File: src/rtl/clock_sequencer.sv
// Run/halt/single-step controller that turns the board clock into one-cycle
// microcode and CPU tick enables with a programmable division ratio. One CPU
// cycle is always four microcode ticks, and the sequencer only ever stops on a
// CPU-cycle boundary.
module clock_sequencer #(
   parameter logic [7:0] RESET_RATIO = 8'd24,
   parameter int         CNT_W       = 16
) (
   input  logic             clock_in,
   input  logic             reset,
   input  logic             run,
   input  logic             step_req,
   input  logic [7:0]       ratio_in,
   input  logic             ratio_load,
   output logic             micro_en,
   output logic             cpu_en,
   output logic [1:0]       phase,
   output logic             halted,
   output logic [7:0]       ratio_active,
   output logic [CNT_W-1:0] cycle_count
);

   typedef enum logic [1:0] {
      ST_HALTED = 2'd0,
      ST_RUN    = 2'd1,
      ST_STEP   = 2'd2,
      ST_DRAIN  = 2'd3
   } state_t;

   state_t           state_q, state_d;
   logic [7:0]       div_q, div_d;
   logic [1:0]       phase_q, phase_d;
   logic             micro_en_q, micro_en_d;
   logic             cpu_en_q, cpu_en_d;
   logic             halted_q, halted_d;
   logic [7:0]       ratio_q, ratio_d;
   logic [7:0]       pend_q, pend_d;
   logic             pend_valid_q, pend_valid_d;
   logic [CNT_W-1:0] count_q, count_d;

   logic at_boundary;
   logic hold_boundary;
   logic advance;
   logic tick;
   logic cpu_tick;

   // Decide whether the divider advances this edge and whether it ticks.
   always_comb begin
      // NOTE: every signal written here gets a value on every path (defaults
      // first in the blocks below), otherwise synthesis infers a latch.
      at_boundary   = (phase_q == 2'd0) && (div_q == 8'd0);
      // A run that is released exactly on a boundary stops without ticking.
      hold_boundary = (state_q == ST_RUN) && !run && at_boundary;
      advance       = (state_q != ST_HALTED) && !hold_boundary;
      tick          = advance && (div_q == ratio_q);
      cpu_tick      = tick && (phase_q == 2'd3);
   end

   // Divider, phase and cycle counter next values plus the tick enables.
   always_comb begin
      div_d      = div_q;
      phase_d    = phase_q;
      count_d    = count_q;
      micro_en_d = tick;
      cpu_en_d   = cpu_tick;
      if (advance) begin
         if (tick) begin
            div_d   = 8'd0;
            phase_d = phase_q + 2'd1;
         end else begin
            div_d = div_q + 8'd1;
         end
      end
      if (cpu_tick) begin
         count_d = count_q + CNT_W'(1);
      end
   end

   // Run/step/drain state machine; halting is only allowed on a CPU-cycle edge.
   always_comb begin
      state_d = state_q;
      case (state_q)
         ST_HALTED: begin
            if (run) begin
               state_d = ST_RUN;
            end else if (step_req) begin
               state_d = ST_STEP;
            end
         end
         ST_RUN: begin
            if (!run) begin
               state_d = (at_boundary || cpu_tick) ? ST_HALTED : ST_DRAIN;
            end
         end
         ST_DRAIN: begin
            if (run) begin
               state_d = ST_RUN;
            end else if (cpu_tick) begin
               state_d = ST_HALTED;
            end
         end
         ST_STEP: begin
            if (cpu_tick) begin
               state_d = run ? ST_RUN : ST_HALTED;
            end
         end
         default: state_d = ST_HALTED;
      endcase
      halted_d = (state_d == ST_HALTED);
   end

   // Ratio programming: changes land only while halted or on a CPU-cycle edge.
   always_comb begin
      ratio_d      = ratio_q;
      pend_d       = pend_q;
      pend_valid_d = pend_valid_q;
      if (state_q == ST_HALTED) begin
         if (pend_valid_q) begin
            ratio_d      = pend_q;
            pend_valid_d = 1'b0;
         end
         if (ratio_load) begin
            pend_d       = ratio_in;
            pend_valid_d = 1'b1;
         end
      end else if (cpu_tick) begin
         // A load on the boundary edge itself bypasses the pending register.
         if (ratio_load) begin
            ratio_d = ratio_in;
         end else if (pend_valid_q) begin
            ratio_d = pend_q;
         end
         pend_valid_d = 1'b0;
      end else if (ratio_load) begin
         pend_d       = ratio_in;
         pend_valid_d = 1'b1;
      end
   end

   // State register; reset drops any partial cycle and any pending ratio.
   always_ff @(posedge clock_in or posedge reset) begin
      // NOTE: sequential state uses non-blocking assignments so every flop
      // samples the values from before this edge.
      if (reset) begin
         state_q      <= ST_HALTED;
         div_q        <= 8'd0;
         phase_q      <= 2'd0;
         micro_en_q   <= 1'b0;
         cpu_en_q     <= 1'b0;
         halted_q     <= 1'b1;
         ratio_q      <= RESET_RATIO;
         pend_q       <= 8'd0;
         pend_valid_q <= 1'b0;
         count_q      <= '0;
      end else begin
         state_q      <= state_d;
         div_q        <= div_d;
         phase_q      <= phase_d;
         micro_en_q   <= micro_en_d;
         cpu_en_q     <= cpu_en_d;
         halted_q     <= halted_d;
         ratio_q      <= ratio_d;
         pend_q       <= pend_d;
         pend_valid_q <= pend_valid_d;
         count_q      <= count_d;
      end
   end

   assign micro_en     = micro_en_q;
   assign cpu_en       = cpu_en_q;
   assign phase        = phase_q;
   assign halted       = halted_q;
   assign ratio_active = ratio_q;
   assign cycle_count  = count_q;

endmodule
File: config.mk
export PLATFORM = sky130hd
export DESIGN_NAME = clock_sequencer
export DESIGN_NICKNAME = d
export VERILOG_FILES = /design/src/rtl/clock_sequencer.sv
export SDC_FILE = /design/constraint.sdc
export NUM_CORES = 1
export LEC_CHECK = 0
export CAP_MARGIN = 10
export CORE_AREA = 4 4 74 76
export DETAILED_ROUTE_END_ITERATION = 7
export DIE_AREA = 0 0 78 80
export GPL_TIMING_DRIVEN = 0
export PLACE_DENSITY = 0.91
export SYNTH_ARGS = -nofsm -noshare
export SYNTH_HDL_FRONTEND = slang
export SYNTH_SLANG_ARGS = --single-unit
File: constraint.sdc
create_clock -name clock_in -period 4.1 [get_ports clock_in]
set_input_delay 0.82 -clock clock_in [delete_from_list [all_inputs] [get_ports clock_in]]
set_output_delay 0.82 -clock clock_in [all_outputs]
set_load 0.005 [all_outputs]
==> reports/results.ini <==
[outcome]
status = finished clean

[pwr]
seq_power_share_pct = 44.7
p_switching_mw = 0.595
combPwrFrac_pct = 37.4
p_clk_share_pct = 17.8
peakVddDrop_uv = 399
swShare_pct = 36.9
p_per_area_nw_per_um2 = 503
p_leak_nw = 1.39
p_int_mw = 1.02

[sta]
fin_setup_tns_ns = 0
layout_min_cycle_time_ns = 2.46
maxSlewViolCount = 0
setup_violations = 0
rsz0062_at_grt = false
fmax_ghz = 0.407
slew_headroom_pct = 55.2
setup_ws_ns = 1.64
period_share_pct = 59.9
tightest_slew_ns = 0.669
finClkSkew_ns = 0.00464
hold_viol = 0

[logic_synthesis]
yosys.area_share.xor_xnor_pct = 8.09
synthFlopType = dfrtp_1
synthCells = 267
synthMuxAreaShare_pct = 1.30
synth_top_family_by_area = simple AND/OR/NAND/NOR gates
synth-adder-area-share_pct = 2.41
synth_area_um2 = 2600
yosys_warnings = 0
synth_cell_types = 39
ys_ff_latch = 48
synth_largest_area_cell = dfrtp_1
synth_top_area_share_pct = 43.3
avgSynthCellArea_um2 = 9.73
ys_seq_area_share_pct = 46.4
synth_edf_count = 0
async_flop_share_pct = 100
synth-compound-area-share_pct = 17.2
syn_nets = 285
yosys-top-cells-area = dfrtp_1 43%, xor2_1 6.4%, nor2_1 4.3%
synthSimpleGateAreaFrac_pct = 19.9

[detailed_routing]
vias_per_cell = 5.74
postRouteAntennaNets = 0
drt_iter0_markers = 122
postRouteWirelength_mm = 6.05
drc = 0
avgRoutedWirePerCell_um = 15.7
drt_pass1_iterations = 4
dr_total_vias = 2204

[cells_and_area]
drive_gt1_share_pct = 9.46
syn_to_final_growth_pct = 23.4
final_cell_mix = 45 x dfrtp_1, 41 x clkdlybuf4s50_1, 30 x nor2_1
fillers = 347
num_antenna_cells = 0
layout_commonest_cell = dfrtp_1
nets = 334
register_area_um2 = 1200
multi_input_area_um2 = 1270

[cts]
clock_sinks = 48
clock_latency_ns = 0.30
cts_tree = built
ctsResizeCount = 0
htree_levels = 2
clockRootBuffer = clkbuf_8
postCtsHoldBufs = 0
clk_transition_reported_paths_ns = 0.08
cts_setup_buffers = 0
cts_buffers = 5
clockBufferDepth = 2

[die]
dieArea_um2 = 6240
die_x_um = 78
core-area_um2 = 4720
start_util_pct = 55.0
rows = 25
ioPinCount = 42
fp.dieH_um = 80

[global_routing]
antenna_found_initial = 0
grt_pass1_wl_mm = 10.6
grtUsageTotal_pct = 21.3
grt_max_degree = 27
grt_remaining_overflow = 0
grt_pass1_vias = 2220

[placement]
pre_cts_ws_ns = 1.38
gp_congestion = 0.879
io_buffers = 41
place_hpwl_mm = 4.51

[flow_run]
max-cap-violations = 0

[setup_path]
worst-path-max-fanout = 10
arrival_ns = 2.69
critical_path_required_ns = 4.33
critPathKind = input pin to flop
worstSetupEndpointType = flop
cp-start-kind = input pin

[min_path]
hp-class = flop to flop

[cells by family after synthesis]
logic type / count (synthesis)
compound gates: 63
xor+xnor: 24
fa+ha+maj: 5
buf+inv: 30
flops: 48
mux: 3
simple gates: 94
[Yosys cell counts, types with 2 or more instances]
| cell type | n |
|---|---|
| xnor2_1 | 5 |
| o22ai_1 | 9 |
| nand2_1 | 21 |
| xor2_1 | 19 |
| nand4_1 | 5 |
| a32o_1 | 9 |
| nor4_2 | 2 |
| and3_1 | 6 |
| inv_1 | 16 |
| a21oi_1 | 11 |
| nor4_4 | 2 |
| nor2b_1 | 5 |
| nand3_1 | 5 |
| a22o_1 | 6 |
| buf_2 | 3 |
| ha_1 | 5 |
| nor3_1 | 6 |
| clkbuf_1 | 10 |
| or2_2 | 3 |
| dfrtp_1 | 45 |
| nor3b_1 | 2 |
| nor2_1 | 30 |
| a311o_1 | 8 |
| o21ai_0 | 15 |
| dfstp_2 | 3 |
| mux2_2 | 3 |
[worst paths after layout]
kind	from	endpoint	slack, ns	cells past startpoint
worst max-delay path	run	ratio_active[4]$_DFFE_PP1P_	1.64	7
worst min-delay path	cycle_count[15]$_DFFE_PP0P_	cycle_count[15]$_DFFE_PP0P_	0.48	1
worst max register to register	div_q[2]$_DFFE_PP0P_	ratio_active[4]$_DFFE_PP1P_	1.91	6
worst min register to register	cycle_count[15]$_DFFE_PP0P_	cycle_count[15]$_DFFE_PP0P_	0.48	1
max in group asynchronous	reset	halted$_DFF_PP1_	2.65	3
min in group asynchronous	reset	cycle_count[7]$_DFFE_PP0P_	0.87	2
[layer usage]
layer  track usage (%)  part of all wire (%)  wire (um)
met1              28.0                    43       2620
met2              35.4                    49       2960
met3              4.74                   5.9        358
met4              6.12                   1.9        113
met5                 0                     0          0
[critical path: stages]
cell and delay [ns]:
clkdlybuf4s50_1 0.50, nor3b_1 0.23, nand3_1 0.18, nand4_4 0.21
clkbuf_1 0.36, o21ai_0 0.19, a21oi_1 0.19
[stage by stage]
stage	instances	instance area [um2]	hold WS, ns	utilization (%)	power (mW)
after CTS	384	3210	0.480	67.9	1.62
final	384	3210	0.478	67.9	1.61
after global placement	375	3090	0.460	65.5	1.30
after global routing	384	3210	0.530	67.9	1.73
after detailed placement	376	3110	0.464	65.9	1.33
after floorplan	267	2600	0.468	-	1.09
[sequential cells by signal, summed over array words and instances, names as in the netlist]
register	flops
cpu_en	1
cycle_count	16
div_q	8
halted	1
micro_en	1
pend_q	8
pend_valid_q	1
phase	2
ratio_active	8
state_q	2
[power by group through the flow]
stage	logic, mW	clock network [mW]	registers (mW)
floorplan	0.399	0	0.695
global placement	0.574	0	0.722
detailed placement	0.601	0	0.728
CTS	0.607	0.296	0.718
global route	0.673	0.316	0.739
finish	0.604	0.288	0.721
[area by class of cell]
type	count	area share, %
multi-input combinational	189	39.6
sequential	48	37.6
timing repair buffer	42	13.4
clock buffer	7	2.69
tap	67	2.61
buffer	14	1.99
inverter	16	1.87
clock inverter	1	0.234
Power figures use the tool's default switching activity.
